--- src/rtl/pengo_ram_arbiter_pkg.sv ---
// pengo_arb_pkg: shared types and sizing helpers for the Pengo work-RAM
// arbiter (state encoding, default bus widths, timer width calculation).
package pengo_arb_pkg;

    localparam int AW_DEF = 12;
    localparam int DW_DEF = 8;

    typedef enum logic [1:0] {
        ST_IDLE  = 2'd0,
        ST_PAUSE = 2'd1,
        ST_GRANT = 2'd2,
        ST_DRAIN = 2'd3
    } arb_state_e;

    // Width of the shared down-counter. It must hold DRAIN-1 always, and
    // TIMEOUT-1 only when the acknowledge timeout is built in.
    function automatic int cnt_width(input int timeout, input int drain, input bit use_timeout);
        int w_t;
        int w_d;
        w_d = $clog2(drain + 1);
        w_t = $clog2(timeout + 1);
        if (use_timeout && (w_t > w_d)) begin
            cnt_width = w_t;
        end else begin
            cnt_width = w_d;
        end
        if (cnt_width < 1) begin
            cnt_width = 1;
        end
    endfunction

endpackage

--- src/rtl/pengo_ram_arbiter_if.sv ---
// pengo_ram_arbiter_if: bundles the CPU, hiscore, pause and RAM-side signals
// of the work-RAM arbiter. The arbiter uses the slave view; the surrounding
// system (CPU core, hiscore engine, pause block, RAM) uses the master view.
interface pengo_ram_arbiter_if
    import pengo_arb_pkg::*;
#(
    parameter int AW = AW_DEF,
    parameter int DW = DW_DEF
);
    // CPU side
    logic [AW-1:0] cpu_addr;
    logic [DW-1:0] cpu_wdata;
    logic          cpu_we;
    logic [DW-1:0] cpu_rdata;
    // hiscore side
    logic          hs_req;
    logic [AW-1:0] hs_addr;
    logic [DW-1:0] hs_wdata;
    logic          hs_we;
    logic          hs_rd;
    logic          hs_gnt;
    logic [DW-1:0] hs_rdata;
    logic          hs_rvalid;
    logic          hs_err;
    // pause block handshake
    logic          pause_req;
    logic          paused;
    // single-port RAM
    logic [AW-1:0] ram_addr;
    logic [DW-1:0] ram_wdata;
    logic          ram_we;
    logic [DW-1:0] ram_rdata;

    modport slave (
        input  cpu_addr, cpu_wdata, cpu_we,
        output cpu_rdata,
        input  hs_req, hs_addr, hs_wdata, hs_we, hs_rd,
        output hs_gnt, hs_rdata, hs_rvalid, hs_err,
        output pause_req,
        input  paused,
        output ram_addr, ram_wdata, ram_we,
        input  ram_rdata
    );

    modport master (
        output cpu_addr, cpu_wdata, cpu_we,
        input  cpu_rdata,
        output hs_req, hs_addr, hs_wdata, hs_we, hs_rd,
        input  hs_gnt, hs_rdata, hs_rvalid, hs_err,
        input  pause_req,
        output paused,
        input  ram_addr, ram_wdata, ram_we,
        output ram_rdata
    );

endinterface

--- src/rtl/pengo_ram_arbiter_timer.sv ---
// pengo_arb_timer: loadable down-counter that stops at zero. done_o is high
// whenever the count is zero. The arbiter reuses it for the drain interval
// and, when built in, the pause-acknowledge timeout.
module pengo_arb_timer #(
    parameter int W = 4
) (
    input  logic         clk,
    input  logic         rst,
    input  logic         load_i,
    input  logic [W-1:0] val_i,
    output logic         done_o
);

    logic [W-1:0] cnt_q;
    logic [W-1:0] cnt_d;

    // Next count: a load wins, otherwise count down and hold at zero.
    always_comb begin
        cnt_d = cnt_q;
        if (load_i) begin
            cnt_d = val_i;
        end else if (cnt_q != '0) begin
            cnt_d = cnt_q - W'(1);
        end else begin
            cnt_d = cnt_q;
        end
    end

    // Count register, cleared by the asynchronous reset.
    always_ff @(posedge clk or posedge rst) begin
        if (rst) begin
            cnt_q <= '0;
        end else begin
            cnt_q <= cnt_d;
        end
    end

    assign done_o = (cnt_q == '0);

endmodule

--- src/rtl/pengo_ram_arbiter.sv ---
// pengo_ram_arbiter: shares the Pengo work-RAM port between the Z80 and the
// hiscore save/restore engine. The CPU is halted through the pause block
// before the port is handed to hiscore, and the pause is held for a short
// drain interval after release so the CPU never sees a half-finished access.
// Build macro PENGO_RAM_ARB_TIMEOUT_EN bounds the wait for pause acknowledge
// and reports an aborted request with a one-cycle hs_err pulse.
module pengo_ram_arbiter
    import pengo_arb_pkg::*;
#(
    parameter int AW      = AW_DEF,
    parameter int DW      = DW_DEF,
    parameter int DRAIN   = 2,
    parameter int TIMEOUT = 4096
) (
    input  logic clk,
    input  logic reset,
    pengo_ram_arbiter_if.slave bus
);

`ifdef PENGO_RAM_ARB_TIMEOUT_EN
    localparam bit TMO_EN = 1'b1;
`else
    localparam bit TMO_EN = 1'b0;
`endif

    localparam int           CW         = cnt_width(TIMEOUT, DRAIN, TMO_EN);
    localparam logic [CW-1:0] DRAIN_LOAD = CW'(DRAIN - 1);
`ifdef PENGO_RAM_ARB_TIMEOUT_EN
    localparam logic [CW-1:0] TMO_LOAD   = CW'(TIMEOUT - 1);
`endif

    arb_state_e state_q;
    arb_state_e state_d;

    logic pause_req_q;
    logic pause_req_d;
    logic hs_gnt_q;
    logic hs_gnt_d;
    logic hs_rvalid_q;
    logic hs_rvalid_d;

    logic          tmr_load_s;
    logic [CW-1:0] tmr_val_s;
    logic          tmr_done_s;
    logic          tmo_fire_s;
    logic          abort_s;

    logic [AW-1:0] ram_addr_s;
    logic [DW-1:0] ram_wdata_s;
    logic          ram_we_s;

    pengo_arb_timer #(
        .W (CW)
    ) u_timer (
        .clk    (clk),
        .rst    (reset),
        .load_i (tmr_load_s),
        .val_i  (tmr_val_s),
        .done_o (tmr_done_s)
    );

    // Session sequencing: request, wait for the CPU to halt, grant, drain.
    always_comb begin
        state_d    = state_q;
        tmr_load_s = 1'b0;
        tmr_val_s  = DRAIN_LOAD;
        tmo_fire_s = 1'b0;
        case (state_q)
            ST_IDLE: begin
                if (bus.hs_req && !abort_s) begin
                    state_d = ST_PAUSE;
`ifdef PENGO_RAM_ARB_TIMEOUT_EN
                    tmr_load_s = 1'b1;
                    tmr_val_s  = TMO_LOAD;
`endif
                end else begin
                    state_d = ST_IDLE;
                end
            end
            ST_PAUSE: begin
                if (!bus.hs_req) begin
                    state_d = ST_IDLE;
                end else if (bus.paused) begin
                    state_d = ST_GRANT;
`ifdef PENGO_RAM_ARB_TIMEOUT_EN
                end else if (tmr_done_s) begin
                    state_d    = ST_IDLE;
                    tmo_fire_s = 1'b1;
`endif
                end else begin
                    state_d = ST_PAUSE;
                end
            end
            ST_GRANT: begin
                if (!bus.hs_req) begin
                    state_d    = ST_DRAIN;
                    tmr_load_s = 1'b1;
                    tmr_val_s  = DRAIN_LOAD;
                end else begin
                    state_d = ST_GRANT;
                end
            end
            ST_DRAIN: begin
                if (tmr_done_s) begin
                    state_d = ST_IDLE;
                end else begin
                    state_d = ST_DRAIN;
                end
            end
            default: begin
                state_d = ST_IDLE;
            end
        endcase
    end

    // Registered outputs follow the next state so they line up with it.
    always_comb begin
        pause_req_d = (state_d != ST_IDLE);
        hs_gnt_d    = (state_d == ST_GRANT);
        if ((state_q == ST_GRANT) && bus.hs_rd && !bus.hs_we) begin
            hs_rvalid_d = 1'b1;
        end else begin
            hs_rvalid_d = 1'b0;
        end
    end

    // State and handshake output registers.
    always_ff @(posedge clk or posedge reset) begin
        if (reset) begin
            state_q     <= ST_IDLE;
            pause_req_q <= 1'b0;
            hs_gnt_q    <= 1'b0;
            hs_rvalid_q <= 1'b0;
        end else begin
            state_q     <= state_d;
            pause_req_q <= pause_req_d;
            hs_gnt_q    <= hs_gnt_d;
            hs_rvalid_q <= hs_rvalid_d;
        end
    end

`ifdef PENGO_RAM_ARB_TIMEOUT_EN
    logic hs_err_q;
    logic abort_q;
    logic abort_d;

    // Sticky abort: set by a timeout, cleared once hiscore drops its request.
    always_comb begin
        if (tmo_fire_s) begin
            abort_d = 1'b1;
        end else if (!bus.hs_req) begin
            abort_d = 1'b0;
        end else begin
            abort_d = abort_q;
        end
    end

    // Timeout error pulse and abort flag registers.
    always_ff @(posedge clk or posedge reset) begin
        if (reset) begin
            hs_err_q <= 1'b0;
            abort_q  <= 1'b0;
        end else begin
            hs_err_q <= tmo_fire_s;
            abort_q  <= abort_d;
        end
    end

    assign abort_s    = abort_q;
    assign bus.hs_err = hs_err_q;
`else
    assign abort_s    = 1'b0;
    assign bus.hs_err = 1'b0;
`endif

    // RAM port mux: CPU except in GRANT; writes are blocked in DRAIN and reset.
    always_comb begin
        ram_addr_s  = bus.cpu_addr;
        ram_wdata_s = bus.cpu_wdata;
        ram_we_s    = 1'b0;
        if (reset) begin
            ram_we_s = 1'b0;
        end else begin
            case (state_q)
                ST_IDLE, ST_PAUSE: begin
                    ram_we_s = bus.cpu_we;
                end
                ST_GRANT: begin
                    ram_addr_s  = bus.hs_addr;
                    ram_wdata_s = bus.hs_wdata;
                    ram_we_s    = bus.hs_we;
                end
                ST_DRAIN: begin
                    ram_we_s = 1'b0;
                end
                default: begin
                    ram_we_s = 1'b0;
                end
            endcase
        end
    end

    assign bus.ram_addr  = ram_addr_s;
    assign bus.ram_wdata = ram_wdata_s;
    assign bus.ram_we    = ram_we_s;

    assign bus.cpu_rdata = bus.ram_rdata;
    assign bus.hs_rdata  = bus.ram_rdata;
    assign bus.hs_gnt    = hs_gnt_q;
    assign bus.hs_rvalid = hs_rvalid_q;
    assign bus.pause_req = pause_req_q;

endmodule

--- src/flat_wrapper.sv ---
// flat-port wrapper written by rule: the top's interface ports become plain ports
module pengo_ram_arbiter_flat import pengo_arb_pkg::*;
#(
    parameter int AW      = AW_DEF,
    parameter int DW      = DW_DEF,
    parameter int DRAIN   = 2,
    parameter int TIMEOUT = 4096
)
  (clk, reset, bus_cpu_addr, bus_cpu_wdata, bus_cpu_we, bus_cpu_rdata, bus_hs_req, bus_hs_addr, bus_hs_wdata, bus_hs_we, bus_hs_rd, bus_hs_gnt, bus_hs_rdata, bus_hs_rvalid, bus_hs_err, bus_pause_req, bus_paused, bus_ram_addr, bus_ram_wdata, bus_ram_we, bus_ram_rdata);
  pengo_ram_arbiter_if #(.AW(AW), .DW(DW)) bus_i ();
  input  logic clk;
  input  logic reset;
  input wire logic [$bits(bus_i.cpu_addr)-1:0] bus_cpu_addr;
  input wire logic [$bits(bus_i.cpu_wdata)-1:0] bus_cpu_wdata;
  input wire logic [$bits(bus_i.cpu_we)-1:0] bus_cpu_we;
  output wire logic [$bits(bus_i.cpu_rdata)-1:0] bus_cpu_rdata;
  input wire logic [$bits(bus_i.hs_req)-1:0] bus_hs_req;
  input wire logic [$bits(bus_i.hs_addr)-1:0] bus_hs_addr;
  input wire logic [$bits(bus_i.hs_wdata)-1:0] bus_hs_wdata;
  input wire logic [$bits(bus_i.hs_we)-1:0] bus_hs_we;
  input wire logic [$bits(bus_i.hs_rd)-1:0] bus_hs_rd;
  output wire logic [$bits(bus_i.hs_gnt)-1:0] bus_hs_gnt;
  output wire logic [$bits(bus_i.hs_rdata)-1:0] bus_hs_rdata;
  output wire logic [$bits(bus_i.hs_rvalid)-1:0] bus_hs_rvalid;
  output wire logic [$bits(bus_i.hs_err)-1:0] bus_hs_err;
  output wire logic [$bits(bus_i.pause_req)-1:0] bus_pause_req;
  input wire logic [$bits(bus_i.paused)-1:0] bus_paused;
  output wire logic [$bits(bus_i.ram_addr)-1:0] bus_ram_addr;
  output wire logic [$bits(bus_i.ram_wdata)-1:0] bus_ram_wdata;
  output wire logic [$bits(bus_i.ram_we)-1:0] bus_ram_we;
  input wire logic [$bits(bus_i.ram_rdata)-1:0] bus_ram_rdata;
  assign bus_i.cpu_addr = bus_cpu_addr;
  assign bus_i.cpu_wdata = bus_cpu_wdata;
  assign bus_i.cpu_we = bus_cpu_we;
  assign bus_cpu_rdata = bus_i.cpu_rdata;
  assign bus_i.hs_req = bus_hs_req;
  assign bus_i.hs_addr = bus_hs_addr;
  assign bus_i.hs_wdata = bus_hs_wdata;
  assign bus_i.hs_we = bus_hs_we;
  assign bus_i.hs_rd = bus_hs_rd;
  assign bus_hs_gnt = bus_i.hs_gnt;
  assign bus_hs_rdata = bus_i.hs_rdata;
  assign bus_hs_rvalid = bus_i.hs_rvalid;
  assign bus_hs_err = bus_i.hs_err;
  assign bus_pause_req = bus_i.pause_req;
  assign bus_i.paused = bus_paused;
  assign bus_ram_addr = bus_i.ram_addr;
  assign bus_ram_wdata = bus_i.ram_wdata;
  assign bus_ram_we = bus_i.ram_we;
  assign bus_i.ram_rdata = bus_ram_rdata;
  pengo_ram_arbiter #(.AW(AW), .DW(DW), .DRAIN(DRAIN), .TIMEOUT(TIMEOUT)) u_core (.clk(clk), .reset(reset), .bus(bus_i));
endmodule
--- config.mk ---
export PLATFORM = sky130hd
export DESIGN_NAME = pengo_ram_arbiter_flat
export DESIGN_NICKNAME = d
export VERILOG_FILES = /design/src/rtl/pengo_ram_arbiter_pkg.sv /design/src/rtl/pengo_ram_arbiter_if.sv /design/src/rtl/pengo_ram_arbiter_timer.sv /design/src/rtl/pengo_ram_arbiter.sv /design/src/flat_wrapper.sv
export SDC_FILE = /design/constraint.sdc
export NUM_CORES = 1
export LEC_CHECK = 0
export ABC_AREA = 1
export CAP_MARGIN = 10
export CORE_ASPECT_RATIO = 0.8
export CORE_MARGIN = 2
export CORE_UTILIZATION = 45
export CTS_BUF_LIST = sky130_fd_sc_hd__clkbuf_4
export CTS_CLUSTER_SIZE = 10
export DETAILED_ROUTE_END_ITERATION = 12
export DONT_BUFFER_PORTS = 1
export PLACE_DENSITY = 0.63
export SLEW_MARGIN = 20
export SYNTH_ARGS = -nofsm -noshare
export SYNTH_HDL_FRONTEND = slang
export SYNTH_SLANG_ARGS = --single-unit
--- constraint.sdc ---
create_clock -name clk -period 1.1 [get_ports clk]
set_clock_uncertainty 0.1 [all_clocks]
set_input_delay 0.22 -clock clk [delete_from_list [all_inputs] [get_ports clk]]
set_output_delay 0.22 -clock clk [all_outputs]
set_load 0.02 [all_outputs]
After elaboration in Yosys (flattened, before gate mapping)
Index checks and enable logic that the tools add are counted.
{"block": "word_totals", "word_cells": 36, "out_inout_bits": 41, "input_bits": 55, "reg_bits": 7}
{"block": "op_classes", "eq_ne": 4, "reduce_logical": 9, "addsub": 1, "muxes": 17}
{"op": "$mux W12", "n": 2}
{"op": "$mux W8", "n": 2}
{"op": "$mux W2", "n": 5}
{"op": "$pmux W2 S4", "n": 1}
{"op": "$eq A2 B2 Y1 const B", "n": 3}
{"op": "$mux W1", "n": 6}
{"op": "$reduce_bool A2 Y1", "n": 3}
{"op": "$logic_not A2 Y1", "n": 2}
{"op": "$pmux W1 S3", "n": 1}
{"op": "$eq A2 B1 Y1 const B", "n": 1}
{"op": "$logic_and A1 B1 Y1", "n": 2}
{"op": "$reduce_or A2 Y1", "n": 1}
{"op": "$sub A2 B1 Y2 const B", "n": 1}
{"op": "$logic_not A1 Y1", "n": 1}

Logic depth before layout (Yosys ltp)
{"block": "logic_depth", "word_depth": 4, "depth_mapped": 6, "mapped_depth_nobuf": 6}

Modules after synthesis
From an unflattened synthesis, not the netlist that was laid out.
{"block": "unflattened", "cells_unflattened": 130, "hier_area_um2": 852.1}
{"mod": "pengo_ram_arbiter", "instances": 1, "area_per_inst_um2": 729.4, "cells_per_inst": 113, "seq_area_each_um2": 125.1}
{"mod": "pengo_arb_timer", "instances": 1, "area_per_inst_um2": 122.6, "cells_per_inst": 17, "seq_area_each_um2": 50.0}

Worst setup path before layout
No wires, ideal clock.
{"block": "synth_path", "path_kind": "register to output", "start": "register u_core.state_q[0]", "end": "output bus_ram_we", "n_path_buf": 0, "path_slack_ps": -259, "required_time_ps": 780, "path_stages_with_launch": 4, "t_arrival_ps": 1039, "cell_sequence": "dfrtp_1 nor2_4 nand2_1 a21oi_1"}
{"block": "synth_between", "elab_chain_len": 4, "elab_cells_between_ends": 7, "cone_classes": "3 x eq/ne; 2 x mux; 2 x reduce/logical"}
{"item": "from (decl)", "line": "pengo_ram_arbiter.sv:32", "rtl": "arb_state_e state_q;"}
{"item": "from (signal assigned)", "line": "pengo_ram_arbiter.sv:135", "rtl": "state_q <= state_d;"}
{"item": "$eq A2 B1 Y1 or $logic_not A2 Y1 (tied branches)", "line": "pengo_ram_arbiter.sv:184", "rtl": "case (state_q)"}
{"item": "$reduce_or A2 Y1", "line": "pengo_ram_arbiter.sv:184"}
{"item": "$pmux W1 S3 *", "line": "pengo_ram_arbiter.sv:184"}
{"item": "$mux W1 *", "line": "pengo_ram_arbiter.sv:181", "rtl": "if (reset) begin"}
{"item": "to (decl)", "line": "flat_wrapper.sv:30", "rtl": "output wire logic [$bits(bus_i.ram_we)-1:0] bus_ram_we;"}
Mark *: on every way between the ends. The rest lies on a longest branch, timed or not.

Worst setup path after layout
{"block": "layout_path", "start": "register u_core.state_q[1]", "end": "output bus_ram_wdata[3]"}
{"block": "layout_between", "elab_chain_len": 3}
{"item": "$eq A2 B2 Y1", "line": "pengo_ram_arbiter.sv:184"}
{"item": "$mux W8", "line": "pengo_ram_arbiter.sv:184"}
{"item": "$mux W8", "line": "pengo_ram_arbiter.sv:181"}
{"item": "to (decl)", "line": "flat_wrapper.sv:29", "rtl": "output wire logic [$bits(bus_i.ram_wdata)-1:0] bus_ram_wdata;"}
No other way between the ends.

==> flow_summary.json <==
{
  "worstHoldStart": "bus_hs_req",
  "crit-reg2reg-launch": "u_core.state_q[1]",
  "layout-area-overhead-vs-synth_pct": 50.16,
  "post-route-period-util_pct": 146.3,
  "power_per_cell_area_nw_per_um2": 2437,
  "nets": 184,
  "number_of_cell_rows": 13,
  "num_vias": 798,
  "instances_no_fill": 149,
  "finalHoldViolCount": 0,
  "ant_nets": 0,
  "numPortBuffers": 0,
  "drt_pass1_iterations": 2,
  "cts.htree.levels": 1,
  "whs_endpoint": "u_core.u_timer.cnt_q[0]",
  "drt_iter0_drc": 5,
  "p_leak_nw": 0.5397,
  "worst_ir_drop_vdd_uv": 1483,
  "overflow": 0,
  "fmax_mhz": 621.2,
  "worst_slack_on_hold_paths_ns": 0.05420,
  "yosysUniqueCellTypes": 17,
  "place_congestion": 0.7437,
  "pin_count": 96,
  "fp.dieArea_um2": 2086,
  "diodes": 0,
  "antenna_found_initial": 0,
  "setup_ws_ns": -0.5097,
  "grt_pass1_vias": 593,
  "max-cap-violations": 0,
  "layout.cell_area.non_filler_um2": 1172,
  "worst-setup-path-type": "reg -> out",
  "clk-insertion-delay-late_ns": 0.25,
  "share_of_the_yosys_chip_area_belonging_to_registers_pct": 22.44,
  "core_area_um2": 1627,
  "synth_enable_flop_cells": 0,
  "r2r_setup_slack_ns": -0.13,
  "detailed_place.area_um2": 804.5,
  "crit_required_ns": 0.78,
  "critical_path.max_fanout": 8,
  "cts_tree": "built",
  "setup_violating_endpoint_count_in_the_final_report": 24,
  "global_route.usage.total_pct": 17.02,
  "final_layout_size_suffix_gt1_share_pct": 61.42,
  "slew_viol_final": 0,
  "timing.critical_path.arrival_ns": 1.29,
  "clk_sinks": 7,
  "synthesis.area_um2": 780.7,
  "first_pass_grt_wire_length_mm": 2.532,
  "pin_count_of_the_biggest_net_entering_global_routing": 21,
  "yosysWarningCount": 0,
  "route.final.wire_length_mm": 2.324,
  "synth.net_count": 182,
  "fp.dieW_um": 50.57,
  "drc_errors": 0,
  "failed_checks": "negative setup slack",
  "synth.ff_latch_count": 7,
  "kind_of_start_point_of_the_critical_path": "register",
  "hpwlAfterDp_mm": 1.426,
  "cts_buffer_depth": 2,
  "placed_cells": 134,
  "worst-r2r-cell-count": 7,
  "holdPathStages": 3,
  "run_status": "finished with violations",
  "setup_repair_after_global_routing_missed_its_margin": "true",
  "cts.clk_slew.worst_paths_ns": 0.06,
  "average_cell_area_after_synthesis_um2": 6.196,
  "initial_core_util_pct": 48.00,
  "finalSetupTns_ns": -10.26,
  "fin_total_pwr_mw": 2.857,
  "hold_path_class": "in -> reg",
  "synth_ff_type": "dfrtp_1",
  "timing.final.crit_period_ns": 1.610,
  "routed_via_density": 5.356,
  "worst_setup_path_end_kind": "output pin",
  "die_y_um": 41.26,
  "reg2reg_end": "u_core.bus.hs_rvalid",
  "async_reset_ff_share_pct": 100.0,
  "cts_root_buffer": "clkbuf_4",
  "drt-wirelength-per-cell_um": 15.60,
  "synthesis.instances": 126,
  "fillers": 123,
  "cts-buffers-inserted": 3
}
==> per-stage QoR <==
| stage | setup WS (ns) | utilization (%) |
|---|---|---|
| global route | -0.5675 | 72.08 |
| floorplan | -0.1638 | - |
| detailed placement | -0.2257 | 49.46 |
| global placement | -0.1870 | 49.46 |
| CTS | -0.4862 | 63.46 |
| finish | -0.5097 | 72.08 |
==> flip-flops by register name, indices dropped and copies added, names as in the netlist <==
| signal | flops |
|---|---|
| u_core.bus.pause_req | 1 |
| u_core.bus.hs_rvalid | 1 |
| u_core.u_timer.cnt_q | 2 |
| u_core.bus.hs_gnt | 1 |
| u_core.state_q | 2 |
==> metal layers <==
| layer | part of all wire [%] | GRT usage, % | vias up |
|---|---|---|---|
| li1 | - | - | 377 |
| met1 | 36 | 18.70 | 360 |
| met2 | 54 | 32.57 | 53 |
| met3 | 7.6 | 4.745 | 8 |
| met4 | 1.8 | 6.757 | 0 |
| met5 | 0 | 0 | - |
==> cells by family (layout without fill, tap and decap cells) <==
family | Yosys count | in the layout | share of synthesized area [%]
adder cells (fa/ha/maj) | 1 | 1 | 1.602
other | 1 | 1 | 0.4803
AND/OR/NAND/NOR | 81 | 81 | 44.71
buffers and inverters | 32 | 33 | 27.72
AO/OA/AOI/OAI | 3 | 3 | 1.923
XOR/XNOR | 1 | 1 | 1.122
flip-flops | 7 | 7 | 22.44
==> cell usage after synthesis (2+ instances only) <==
library cell / count / area share, %
a21oi_1: 2 / 1.3
nand2_1: 52 / 25
buf_4: 17 / 16
dfrtp_1: 7 / 22
buf_6: 4 / 5.8
inv_1: 8 / 3.8
nor2_1: 4 / 1.9
buf_2: 2 / 1.3
nand3_1: 22 / 14
==> cell type report <==
| cell class | count | area (um2) | area share (%) |
|---|---|---|---|
| Clock buffer | 4 | 30.03 | 2.561 |
| Inverter | 9 | 33.78 | 2.882 |
| Multi-Input combinational cell | 87 | 660.6 | 56.35 |
| Sequential cell | 7 | 175.2 | 14.94 |
| Tap cell | 22 | 27.53 | 2.348 |
| Timing Repair Buffer | 20 | 245.2 | 20.92 |
==> repair_timing <==
item	CTS	global route
resized for setup	22	31
gates cloned	1	0
setup buffers	3	5
endpoints found under the hold margin	9	0
hold buffers	4	0
setup endpoints to repair	26	27
pin swaps	16	13
==> critical path, stage by stage, from the launching register on <==
cell     delay [ns]
dfrtp_1        0.36
inv_2          0.06
nor2_4         0.15
buf_12         0.14
buf_8          0.13
nand3_1        0.08
nand2_2        0.13
==> cell usage in the layout (no fill, tap or decap), types with 2 or more instances in the layout <==
cell / n
a21oi_4: 2
nand2_1: 20
nand3_4: 2
nand2_4: 10
inv_2: 4
nand2_2: 23
dfrtp_1: 7
nor2_4: 3
clkbuf_4: 4
nand3_2: 11
dlygate4sd3_1: 4
buf_12: 4
buf_4: 8
buf_6: 2
inv_1: 5
nand3_1: 9
==> how the worst max path moves through the flow <==
| stage | startpoint | end | slack (ns) | cells past startpoint |
|---|---|---|---|---|
| CTS | u_core.state_q[0] | bus_ram_wdata[3] | -0.49 | 5 |
| global placement | u_core.state_q[1] | bus_ram_wdata[2] | -0.19 | 5 |
| global route | u_core.state_q[1] | bus_ram_wdata[0] | -0.57 | 6 |
| detailed placement | u_core.state_q[1] | bus_ram_wdata[6] | -0.23 | 5 |
| floorplan | u_core.state_q[0] | bus_ram_addr[10] | -0.16 | 5 |
| finish | u_core.state_q[1] | bus_ram_wdata[3] | -0.51 | 6 |
==> power by group <==
group | total [mW] | internal, mW | switching, mW | leakage [nW]
logic | 2.10 | 0.911 | 1.19 | 0.435
clock network | 0.266 | 0.164 | 0.102 | 0.0184
registers | 0.492 | 0.373 | 0.119 | 0.0865
total | 2.86 | 1.45 | 1.41 | 0.540
(Power assumes the default switching activity.)
